**src/rtl/barrel_shift_sched.sv**
```systemverilog
// barrel_shift_sched: two-client round-robin scheduler sharing one
// rotate-left datapath. Rotations are applied in passes of up to 3 bit
// positions per cycle; the result is returned with the client id.
module barrel_shift_sched #(
   parameter int WIDTH = 4,
   parameter int AMT_W = 4
) (
   input  logic             clk,
   input  logic             reset,
   input  logic             req0_valid,
   input  logic [WIDTH-1:0] req0_data,
   input  logic [AMT_W-1:0] req0_amt,
   output logic             req0_ready,
   input  logic             req1_valid,
   input  logic [WIDTH-1:0] req1_data,
   input  logic [AMT_W-1:0] req1_amt,
   output logic             req1_ready,
   output logic             out_valid,
   output logic [WIDTH-1:0] out_data,
   output logic             out_id,
   input  logic             out_ready,
   output logic             busy
);

   localparam logic [AMT_W-1:0] MAX_STEP = AMT_W'(3);

   typedef enum logic [1:0] {IDLE, ROTATE, DONE} state_t;

   state_t           state;
   logic [WIDTH-1:0] work;
   logic [AMT_W-1:0] rem;
   logic             cur_id;
   logic             last_grant;

   logic             grant_any;
   logic             grant_id;
   logic             accept;
   logic [AMT_W-1:0] step;
   logic [AMT_W-1:0] rem_next;
   logic [WIDTH-1:0] rot;

   // Arbitration: a lone requester wins; on a tie the client not served last wins.
   always_comb begin
      grant_any = req0_valid | req1_valid;
      grant_id  = 1'b0;
      if (req0_valid && req1_valid) begin
         grant_id = ~last_grant;
      end else begin
         grant_id = req1_valid;
      end
   end

   // Ready only toward the granted client while idle, and never during reset.
   assign req0_ready = reset && (state == IDLE) && grant_any && !grant_id;
   assign req1_ready = reset && (state == IDLE) && grant_any &&  grant_id;
   assign accept     = (req0_valid && req0_ready) || (req1_valid && req1_ready);

   // One rotation pass: step = min(rem, 3), applied as repeated single-bit rotates.
   always_comb begin
      step = (rem > MAX_STEP) ? MAX_STEP : rem;
      rem_next = rem - step;
      rot = work;
      for (int unsigned i = 0; i < 3; i++) begin
         if (i < 32'(step)) begin
            rot = {rot[WIDTH-2:0], rot[WIDTH-1]};
         end
      end
   end

   // Scheduler FSM with registered result, id, valid and busy outputs.
   always_ff @(posedge clk or negedge reset) begin
      if (!reset) begin
         state      <= IDLE;
         work       <= '0;
         rem        <= '0;
         cur_id     <= 1'b0;
         last_grant <= 1'b1;
         out_valid  <= 1'b0;
         out_data   <= '0;
         out_id     <= 1'b0;
         busy       <= 1'b0;
      end else begin
         case (state)
            IDLE: begin
               if (accept) begin
                  work       <= grant_id ? req1_data : req0_data;
                  rem        <= grant_id ? req1_amt  : req0_amt;
                  cur_id     <= grant_id;
                  last_grant <= grant_id;
                  busy       <= 1'b1;
                  state      <= ROTATE;
               end
            end
            ROTATE: begin
               work <= rot;
               rem  <= rem_next;
               if (rem_next == '0) begin
                  out_valid <= 1'b1;
                  out_data  <= rot;
                  out_id    <= cur_id;
                  state     <= DONE;
               end
            end
            DONE: begin
               if (out_ready) begin
                  out_valid <= 1'b0;
                  busy      <= 1'b0;
                  state     <= IDLE;
               end
            end
            default: state <= IDLE;
         endcase
      end
   end

endmodule

```
**config.mk**
```make
export PLATFORM = sky130hd
export DESIGN_NAME = barrel_shift_sched
export DESIGN_NICKNAME = d
export VERILOG_FILES = /design/src/rtl/barrel_shift_sched.sv
export SDC_FILE = /design/constraint.sdc
export NUM_CORES = 1
export LEC_CHECK = 0
export ABC_AREA = 1
export CAP_MARGIN = 10
export CORE_MARGIN = 2
export CORE_UTILIZATION = 35
export DETAILED_ROUTE_END_ITERATION = 10
export GPL_ROUTABILITY_DRIVEN = 0
export GPL_TIMING_DRIVEN = 0
export SKIP_CTS_REPAIR_TIMING = 1
export SYNTH_ARGS = -nofsm -noshare
export SYNTH_HDL_FRONTEND = slang
export SYNTH_SLANG_ARGS = --single-unit
```
**constraint.sdc**
```tcl
create_clock -name clk -period 1.6 [get_ports clk]
set_input_delay 0.4 -clock clk [delete_from_list [all_inputs] [get_ports clk]]
set_output_delay 0.4 -clock clk [all_outputs]
set_load 0.02 [all_outputs]
```
Word-level counts from Yosys, hierarchy flattened. Cells that the tools add are included.

Bits in latches: 0. Output and inout port bits: 9. Bits of input ports: 21. Memories kept: 0. Register bits after elaboration: 19. Bits in read-only memories: 0. Word-level logic and storage cells: 61. RAM bits: 0.

Bitwise logic cells: 2. Reduce and logical (&&, ||, !) cells: 20. Mux-type cells: 20. Equality and inequality tests: 5. Shift operators: 0. Magnitude comparators: 4. Multiply operators: 0. Div/mod/pow operators: 0. $add $sub $neg: 1.

Operator list (count): 4-bit two-way mux (8); 4-bit one-hot mux with 2 select lines (2); 3-bit AND reduction (3); 1-bit by 4-bit less-than comparator with 1-bit output (first input constant) (2); 1-bit logical AND (7); 2-bit two-way mux (3); 2-bit != test (second input constant) (3); 2-bit one-hot mux with 3 select lines (1); 2-bit AND reduction (3); 2-bit nonzero test (3); 4-bit by 2-bit > comparator with 1-bit output (second input constant) (1); 4-bit logical NOT (1); 2-bit by 4-bit less-than comparator with 1-bit output (first input constant) (1); 1-bit two-way mux (4); 1-bit one-hot mux with 2 select lines (2); 4-bit subtractor (1); 2-bit by 1-bit == test with 1-bit output (second input constant) (1); 2-bit == test (second input constant) (1); 2-bit logical NOT (1); 1-bit logical NOT (1); 1-bit logical OR (1); 1-bit inverter (1); 1-bit OR (1).

Logic depth before layout (Yosys ltp).
Depth after elaboration: 8. Mapped depth: 11. Gate-level depth less buffers: 11.

Least setup slack after synthesis. OpenSTA, ideal clock, no wires.

Path type: register -> register. Start: register rem[2]. End: register out_data[1]. Cell stages (with the launch flop): 11. Buffers on the path: 0. Clock period less this slack: 1.544 ns. Setup slack: 0.056 ns. Data required time: 1.478 ns. Library setup time: 0.122 ns. Data arrival time: 1.422 ns. Path through: dfrtp_1 inv_1 nand2_1 nand2_2 ha_1 xor2_1 nand3_1 nor2_2 nand2_2 nand2_1 o21ai_1.

Word-level cells in the longest chain between the ends: 6. Elaborated cells on any way between the ends: 11. Classes of those cells: add/sub (1); order compare (4); mux (4); reduce/logical (2).

RTL lines: start, declared (line 31) `logic [AMT_W-1:0] rem;`; start signal, assigned (line 87) `rem <= grant_id ? req1_amt : req0_amt;`; start signal, assigned (line 96) `rem <= rem_next;`; 4-bit by 2-bit > comparator with 1-bit output (line 60) `step = (rem > MAX_STEP) ? MAX_STEP : rem;`; 4-bit two-way mux (line 60); 1-bit by 4-bit less-than comparator with 1-bit output (line 64) `if (i < 32'(step)) begin`; 4-bit two-way mux (3 in series) (line 64); end signal, assigned (line 99) `out_data <= rot;`; end, declared (line 19) `output logic [WIDTH-1:0] out_data,`.

Several ways; a longest one is shown, not always the timed one. A chain may end at the register's enable or synchronous reset.

Final worst setup path.
Start: register state[1]. End: output port req0_ready.

Word-level cells in the longest chain between the ends: 4.

RTL lines: start, declared (line 29) `state_t state;`; start signal, assigned (line 73) `state <= IDLE;`; start signal, assigned (line 91) `state <= ROTATE;`; start signal, assigned (line 101) `state <= DONE;`; 2-bit logical NOT (line 54) `assign req0_ready = reset && (state == IDLE) && grant_any && !grant_id;`; 1-bit logical AND (3 in series) (line 54); end, declared (line 13) `output logic req0_ready,`.

No other way between the ends.

==> flow_metrics.tcl <==
set metrics [dict create \
    worst_hold_path_type "in2async" \
    drt-initial-drc-count 64 \
    status "complete, but fails checks" \
    worstSkewPairLatency_ps 300 \
    nets 245 \
    die_h_microns 61.5 \
    post-route-period-util_pct 107 \
    cts.htree.levels 1 \
    dp_hpwl_mm 2.24 \
    vias_per_cell 4.76 \
    fin_ws_ps -116 \
    synth.avg_cell_area_sq_um 6.84 \
    rows 20 \
    irDropWorstVdd_v 0.000928 \
    finClkSkew_ps 6.79 \
    antenna_found_initial 0 \
    grt_use_total_pct 17.5 \
    grt_max_degree 22 \
    final_common_cell "nand2_1" \
    timing.fmax_mhz 583 \
    failed_checks "negative setup slack" \
    grt_pass1_vias 1194 \
    cts.sinks 19 \
    synth.distinct_cells 22 \
    cp-end-kind "output pin" \
    clockRootBuffer "clkbuf_4" \
    syn_inst 169 \
    drcViolationCount 0 \
    report.final.setup_viol 7 \
    required_ps 1200 \
    syn_area_sq_um 1160 \
    dr.pass1.iters 4 \
    synth_seq_area_share_pct 41.2 \
    tightest_slew_ps 513 \
    cp.arrival_ps 1320 \
    yosysWarnings 0 \
    maxCapViolCount 0 \
    area_growth_pct 55.7 \
    start_util_pct 37.3 \
    grt_pass1_wl_mm 4.93 \
    wirelength_mm 3.17 \
    drv_slew 0 \
    port_buffers 29 \
    power.leakage_nw 0.988 \
    min_period_ps 1720 \
    ant_nets 0 \
    path_class "reg2out" \
    final_area_sq_um 1800 \
    diodes 0 \
    num_vias 1266 \
    clkTransAtPathRegs_ps 120 \
    yosys_register_bits 19 \
    drive_above_1_share_pct 27.5 \
    finish.utilization_pct 58.0 \
    overflow 0 \
    dpl_cell_area_sq_um 1500 \
    ios 30 \
    die_area_sq_um 3780 \
    die_x_microns 61.5 \
    cts_made_buffers 3 \
    wire_per_inst_microns 11.9 \
    p_per_area_nw_per_um2 1970 \
    hold_viol 0 \
    cts_buffer_depth 2 \
    final_cell_mix "nand2_1 (53), inv_1 (18), dfrtp_1 (17), clkdlybuf4s50_1 (17), buf_4 (17)" \
    cp_max_fo 6 \
    cp-start-kind "flop" \
    rsz0062_at_grt "true" \
    core_sq_um 3100 \
    cts_tree "built" \
    synth_fp_nets 191 \
    slew_headroom_pct 65.7 \
]
## final timing paths
| kind | from | to | slack, ps | depth (start not counted) |
|---|---|---|---|---|
| max in group asynchronous | reset | work[0] | 600 | 2 |
| setup reg to reg | rem[3] | out_id | -80 | 10 |
| hold reg to reg | state[0] | state[1] | 480 | 1 |
| min in group clk | state[0] | state[1] | 480 | 1 |
| hold / removal | reset | last_grant | 80 | 1 |
| setup / recovery | state[1] | req0_ready | -120 | 5 |
## power breakdown
group	leakage, nW	internal, W	switching (W)
registers	0.227	0.000721	0.000166
logic	0.743	0.00105	0.00136
clock network	0.0177	0.0000932	0.000155
total	0.988	0.00187	0.00169
## sequential cells by signal, indices dropped and copies added, names as in the netlist
name	flops
out_data	4
busy	1
rem	4
cur_id	1
out_id	1
state	2
work	4
out_valid	1
last_grant	1
## metrics by stage
stage	power, W	TNS (ps)	setup slack, ps	hold slack, ps	std cells
after floorplan	0.00212	0	56.1	104	169
after global placement	0.00262	-11960	-1480	451	242
after detailed placement	0.00266	-12400	-1510	455	242
after CTS	0.00292	-9430	-1530	463	246
after global routing	0.00391	-1370	-190	62.3	266
final	0.00355	-509	-116	77.9	266
## metal layers
layer	track usage, %	up-vias	wire, microns
met5	0	-	0
met4	4.56	0	19
met3	3.36	2	166
met2	32.1	31	1590
met1	20.8	591	1390
li1	-	642	-
## worst max-delay path, stage by stage (launching register included)
cell	delay [ps]
dfrtp_1	420
inv_2	80
nand4_1	130
buf_6	170
nor2_4	100
buf_6	120
## logic make-up (layout without fill, tap and decap cells)
logic type	Yosys count	after routing	share of synthesized area [%]
AOI/OAI and AO/OA	24	24	11.7
xor gates and xnor gates	1	1	0.758
adders and majority gates	1	1	1.08
buffers and inverters	26	78	8.66
DFF	19	19	41.2
and+or+nand+nor	98	99	36.6
## area by class of cell
| class | instances | area [sq um] |
|---|---|---|
| repair buffers | 48 | 460 |
| inverters | 25 | 100 |
| plain buffers | 1 | 11.3 |
| multi-input cells | 125 | 668 |
| clock buffers | 3 | 22.5 |
| clock inverters | 1 | 5.00 |
| flip-flops and latches | 19 | 478 |
| well taps | 44 | 55.1 |
| fillers | 311 | 1300 |
## cells in the mapped netlist
cell	instances	area [sq um]
inv_2	2	7.51
buf_2	1	5.00
nor2_4	1	11.3
nand2_2	4	25.0
o211ai_1	5	37.5
a21oi_1	4	20.0
o21ai_0	11	55.1
dfrtp_1	18	450
and3_1	1	6.26
nand4_1	2	12.5
nor2_1	12	45.0
clkinv_2	1	5.00
inv_1	22	82.6
o31ai_1	1	7.51
nand3_1	12	60.1
xor2_1	1	8.76
o21ai_1	3	15.0
or2_2	5	31.3
ha_1	1	12.5
dfstp_2	1	26.3
nor2_2	1	6.26
nand2_1	60	225
(Power assumes the default switching activity.)
